<file path="src/rtl/dmem_arbiter.sv">
// dmem_arbiter: round-robin sharing of the single-port data RAM between the CPU load/store path
// and the video scan-out reader, with CPU stall generation and a saturating stall-cycle counter.
module dmem_arbiter #(
    parameter int ADDR_WIDTH      = 16,
    parameter int DATA_WIDTH      = 8,
    parameter int STALL_CNT_WIDTH = 16
) (
    input  logic                       clk,
    input  logic                       reset,
    input  logic                       cpu_req,
    input  logic                       cpu_we,
    input  logic [ADDR_WIDTH-1:0]      cpu_addr,
    input  logic [DATA_WIDTH-1:0]      cpu_wdata,
    output logic [DATA_WIDTH-1:0]      cpu_rdata,
    output logic                       cpu_ack,
    output logic                       cpu_stall,
    input  logic                       vid_req,
    input  logic [ADDR_WIDTH-1:0]      vid_addr,
    output logic [DATA_WIDTH-1:0]      vid_rdata,
    output logic                       vid_ack,
    output logic [ADDR_WIDTH-1:0]      mem_addr,
    output logic                       mem_we,
    output logic [DATA_WIDTH-1:0]      mem_wdata,
    input  logic [DATA_WIDTH-1:0]      mem_rdata,
    output logic [STALL_CNT_WIDTH-1:0] stall_cycles
);
    localparam logic [1:0] IDLE     = 2'd0;
    localparam logic [1:0] BUSY_CPU = 2'd1;
    localparam logic [1:0] BUSY_VID = 2'd2;
    localparam logic       CPU      = 1'b0;
    localparam logic       VID      = 1'b1;

    logic [1:0]                 state_q, state_d;
    logic                       last_q, last_d;
    logic                       we_q;
    logic [ADDR_WIDTH-1:0]      addr_q;
    logic [DATA_WIDTH-1:0]      wdata_q;
    logic [DATA_WIDTH-1:0]      cpu_rdata_q;
    logic [DATA_WIDTH-1:0]      vid_rdata_q;
    logic [STALL_CNT_WIDTH-1:0] stall_q;
    logic                       grant_cpu, grant_vid;

    // Grants exist only in IDLE and are suppressed under reset so a coincident store never writes.
    always_comb begin
        grant_cpu = (state_q == IDLE) & ~reset & cpu_req & (~vid_req | (last_q == VID));
        grant_vid = (state_q == IDLE) & ~reset & vid_req & ~grant_cpu;
        mem_addr  = grant_cpu ? cpu_addr : grant_vid ? vid_addr : addr_q;
        mem_wdata = grant_cpu ? cpu_wdata : wdata_q;
        mem_we    = grant_cpu & cpu_we;
        cpu_ack   = ~reset & (state_q == BUSY_CPU);
        vid_ack   = ~reset & (state_q == BUSY_VID);
        cpu_rdata = (cpu_ack & ~we_q) ? mem_rdata : cpu_rdata_q;
        vid_rdata = vid_ack ? mem_rdata : vid_rdata_q;
        cpu_stall = cpu_req & ~cpu_ack;
        state_d   = grant_cpu ? BUSY_CPU : grant_vid ? BUSY_VID : IDLE;
        last_d    = grant_cpu ? CPU : grant_vid ? VID : last_q;
    end

    assign stall_cycles = stall_q;

    always_ff @(posedge clk) begin
        if (reset) begin
            state_q     <= IDLE;
            last_q      <= VID;
            we_q        <= 1'b0;
            addr_q      <= '0;
            wdata_q     <= '0;
            cpu_rdata_q <= '0;
            vid_rdata_q <= '0;
            stall_q     <= '0;
        end else begin
            state_q     <= state_d;
            last_q      <= last_d;
            we_q        <= grant_cpu ? cpu_we : we_q;
            addr_q      <= mem_addr;
            wdata_q     <= mem_wdata;
            cpu_rdata_q <= cpu_rdata;
            vid_rdata_q <= vid_rdata;
            stall_q     <= stall_q + STALL_CNT_WIDTH'(cpu_stall && !(&stall_q));
        end
    end
endmodule

</file>
<file path="config.mk">
export PLATFORM = sky130hd
export DESIGN_NAME = dmem_arbiter
export DESIGN_NICKNAME = d
export VERILOG_FILES = /design/src/rtl/dmem_arbiter.sv
export SDC_FILE = /design/constraint.sdc
export NUM_CORES = 1
export LEC_CHECK = 0
export ABC_AREA = 1
export CORE_MARGIN = 5
export CORE_UTILIZATION = 48
export CTS_CLUSTER_SIZE = 12
export DETAILED_ROUTE_END_ITERATION = 10
export PLACE_DENSITY_LB_ADDON = 0.08
export SKIP_CTS_REPAIR_TIMING = 1
export SLEW_MARGIN = 25
export SYNTH_ARGS = -nofsm -noshare
export SYNTH_HDL_FRONTEND = slang
export SYNTH_SLANG_ARGS = --single-unit
</file>
<file path="constraint.sdc">
create_clock -name clk -period 3.6 [get_ports clk]
set_clock_uncertainty 0.1 [all_clocks]
set_input_delay 0.72 -clock clk [delete_from_list [all_inputs] [get_ports clk]]
set_output_delay 0.72 -clock clk [all_outputs]
set_load 0.01 [all_outputs]
</file>
Word level (Yosys, flattened, before mapping)
Cells that the tools add are included.
- bitwise gates (word level): 16
- eq/ne operators: 2
- reduce and logical (&&, ||, !) cells: 6
- multiplexer cells: 9
- add/subtract/negate cells: 1
- operator list (operator ; number):
    two-way mux 16 bit ; 2
    two-way mux 8 bit ; 3
    adder 16 x 1 -> 16 bit ; 1
    AND reduction 16 bit ; 1
    bitwise AND 1 bit ; 10
    inverter 1 bit ; 5
    two-way mux 1 bit ; 3
    equality test 2 x 1 -> 1 bit, second input constant ; 1
    equality test 2 bit, second input constant ; 1
    zero test 2 bit ; 1
    two-way mux 2 bit ; 1
    nonzero test 2 bit ; 1
    OR reduction 2 bit ; 1
    logical AND 1 bit ; 1
    zero test 1 bit ; 1
    bitwise OR 1 bit ; 1
- bits of input ports: 53
- logic and storage cells: 43
- output and inout port bits: 60
- register bits: 60

Longest topological paths before layout
- word-level depth: 8
- gate-level depth with buffers: 12
- mapped depth without buffers: 12

Worst setup path before layout
No wires, ideal clock.
- path type: input to output
- start point: input reset
- end point: output mem_addr[0]
- data arrival time: 1620 ps
- buffers on the path: 2
- path slack: 1160 ps
- cell stages on the path: 7
- cells stage by stage: buf_6 -> nor2_8 -> nand4_2 -> clkbuf_1 -> or2_1 -> nand2_1 -> inv_1
- word-level cells in the longest chain between the ends: 8
- RTL lines (item ; RTL line ; RTL):
    from (decl) ; 9 ; input logic reset,
    inverter 1 bit (*) ; 45, 46 ;
    bitwise AND 1 bit (*) ; 45, 46 ;
    bitwise AND 1 bit (2 in series) ; 45 ; grant_cpu = (state_q == IDLE) & ~reset & cpu_req & (~vid_req | (last_q == VID));
    inverter 1 bit ; 46 ; grant_vid = (state_q == IDLE) & ~reset & vid_req & ~grant_cpu;
    bitwise AND 1 bit ; 46 ;
    two-way mux 16 bit ; 47 ; mem_addr = grant_cpu ? cpu_addr : grant_vid ? vid_addr : addr_q;
    two-way mux 16 bit (*) ; 47 ;
    to (decl) ; 21 ; output logic [ADDR_WIDTH-1:0] mem_addr,
Mark *: on every way between the ends. The rest lies on a longest branch, timed or not.

Worst setup path after layout
- start point: input vid_req
- end point: output mem_addr[6]
- word-level cells in the longest chain between the ends: 7
- RTL lines (item ; RTL line ; RTL):
    from (decl) ; 17 ; input logic vid_req,
    inverter 1 bit ; 45 ;
    bitwise OR 1 bit ; 45 ;
    bitwise AND 1 bit ; 45 ;
    inverter 1 bit ; 46 ;
    bitwise AND 1 bit ; 46 ;
    two-way mux 16 bit ; 47 ;
    two-way mux 16 bit (*) ; 47 ;
Marks and branches as above.

==> reports/results.tsv <==
stage	metric	value	unit
sta	RSZ-0062 raised after global routing	no	
min_path	Worst Hold Class	reg -> reg	
sta	Max-slew headroom	0.714	
finish	most frequent cells in the layout	111 x clkdlybuf4s50_1, 103 x inv_1, 100 x nand2_1, 60 x dfxtp_1, 51 x nor2_1	
setup_path	crit-path max FO	26	
sta	Fmax achieved	0.296	GHz
sta	Final Hold Vio Count	0	
cts	Skew-Pair Late Insertion Delay	0.33	ns
global_route	grt ovf	0	
global_route	vias in the first global route	3014	
setup_path	crit path max-delay cell type	clkdlybuf4s50_1	
sta	slack of the critical path	0.217	ns
cts	TritonCTS clock tree	done	
cts	Clk pin slew, worst setup/hold paths	0.07	ns
sta	fin. max-slew vios	0	
setup_path	CP Capture Type	primary output	
die	Site Rows	28	
pwr	Pleak	2.03	nW
setup_path	Worst Setup Path Type	in -> out	
place	pre-CTS setup slack	0.216	ns
sta	final worst path period share	0.940	
setup_path	most used cell, CP	nand2_1	
synthesis	#FFs+latches synth	60	
detailed_routing	post-detailed-route count of antenna-violating nets	0	
sta	setup tns final	0	ns
sta	hold_ws	0.370	ns
synthesis	Cells after Synth	447	
finish	Fillers	482	
detailed_routing	# DRC	0	
detailed_routing	routed length per instance	12.0	µm
synthesis	post-synthesis sequential area ratio	0.401	
cts	clock buffer depth	2	
setup_path	startpoint types	input pin	
global_route	total track usage	0.204	
place	detailed placement HPWL	5.64	mm
detailed_routing	via-per-instance ratio	4.68	
setup_path	Critical Path RT	2.78	ns
global_route	initial antenna violation count	0	
detailed_routing	DR pass1 iterations	5	
cts	TritonCTS Buffers	9	
setup_path	crit-path cells	clkdlybuf4s50_1, nand2_1, inv_1, nor2_8, nand2_1, nand2_1, nor2_1, inv_1, clkdlybuf4s50_1	
sta	min Tclk post-route	3.38	ns
synthesis	Yosys top cell by area	dfxtp_1	
synthesis	Syn Nets	503	
cts	H-Tree Depth	3	
sta	Least-Margin Pin Slew	0.429	ns
die	Die W	89.0	µm
place	gpl congestion	0.851	
synthesis	Cell variety after synth	29	
finish	share of layout cells above drive strength 1	0.0531	
place	PortBufs	112	
run	max-cap violations	0	
die	Ports	113	
setup_path	cell family with most CP delay	buffers and inverters	
sta	Setup Viol. Count Final	0	
detailed_routing	drt total wl	7.69	mm
global_route	first-pass GRT wire length	12.7	mm
pwr	Max VDD drop	0.261	mV
die	core area	5990	µm²
detailed_routing	First DRT Iteration DRCs	133	
global_route	largest net degree at the start of global routing	41	
cts	Clock Sink Count	60	
synthesis	Ys Warns	0	
finish	Nets	617	
setup_path	CP Buf/Inv Count	4	
die	die height	89.0	µm
die	Initial Utilization	0.500	
setup_path	Max stage delay on crit path	0.53	ns
finish	diodes inserted	0	
outcome	run status	completed	
die	die area	7920	µm²
setup_path	critical path arrival	2.56	ns
finish	Syn-to-layout area delta	45.0	%
synthesis	top area cells in the synthesized netlist	dfxtp_1 40%, inv_1 13%, nand2_1 13%	
pwr	Power Density	385	nW/µm²
detailed_routing	vias after detailed routing	2996	
cts	CTS root buf	clkbuf_8	
synthesis	Mapped Area	2990	µm²
finish	most common cell after layout, fill and taps aside	clkdlybuf4s50_1	
synthesis	Avg Cell Area, Syn	6.70	µm²
synthesis	Synth top area share	0.401	
[per-stage QoR]
| stage | utilization | instances | power, mW | instance area, µm² |
|---|---|---|---|---|
| floorplan | - | 447 | 0.914 | 2990 |
| global placement | 0.694 | 625 | 1.10 | 4160 |
| detailed placement | 0.694 | 625 | 1.11 | 4160 |
| CTS | 0.725 | 640 | 1.69 | 4340 |
| global route | 0.725 | 640 | 1.77 | 4340 |
| finish | 0.725 | 640 | 1.67 | 4340 |
[layout make-up]
type,count,area (µm²),area share
flip-flops and latches,60,1200,0.277
well taps,75,93.8,0.0216
clock buffers,13,149,0.0343
multi-input cells,266,1310,0.301
clock inverters,2,35.0,0.00807
inverters,107,402,0.0925
repair buffers,117,1150,0.266
[worst min-delay path, stage by stage, from the launching register on]
cell	delay, ns
dfxtp_1	0.31
nand2_1	0.06
a21oi_1	0.06
[cells by family (layout without fill, tap and decap cells)]
family / count (synthesis) / count (layout) / share of synthesized area
AND/OR/NAND/NOR: 198 / 198 / 0.299
buffers and inverters: 121 / 239 / 0.162
XOR/XNOR: 2 / 2 / 0.00585
adder cells (fa/ha/maj): 3 / 3 / 0.0125
flip-flops: 60 / 60 / 0.401
AO/OA/AOI/OAI: 63 / 63 / 0.120
[final timing paths]
| kind | end | depth (start not counted) | startpoint | slack (ns) |
|---|---|---|---|---|
| setup / recovery | mem_addr[6] | 9 | vid_req | 0.22 |
| hold / removal | we_q | 2 | we_q | 0.37 |
| setup reg to reg | stall_cycles[6] | 11 | stall_cycles[7] | 1.34 |
| hold reg to reg | we_q | 2 | we_q | 0.37 |
[power by group]
| group | internal (mW) | switching [mW] | leakage, nW |
|---|---|---|---|
| Sequential | 0.701 | 0.0135 | 0.490 |
| Combinational | 0.201 | 0.179 | 1.45 |
| Clock | 0.334 | 0.243 | 0.0935 |
[synth_stat cells (all sizes together)]
library cell,count
inv,107
nand2,100
dfxtp,60
nor2,53
a21oi,31
nand3,26
a211oi,16
o21ai,15
buf,8
or2,8
clkbuf,6
nand4,5
ha,3
nor3,3
xnor2,2
and3,1
nand3b,1
nor3b,1
o21a,1
[metal layers]
layer | global-route usage | wire length [µm]
met5 | 0 | 0
met4 | 0.0893 | 161
met3 | 0.0710 | 621
met2 | 0.341 | 3610
met1 | 0.237 | 3300
[flip-flops by register name, indices dropped and copies added (netlist names)]
name          flops
addr_q           16
stall_cycles     16
cpu_rdata_q       8
vid_rdata_q       8
wdata_q           8
state_q           2
last_q            1
we_q              1
No activity file was read; power rests on OpenSTA's default activity.
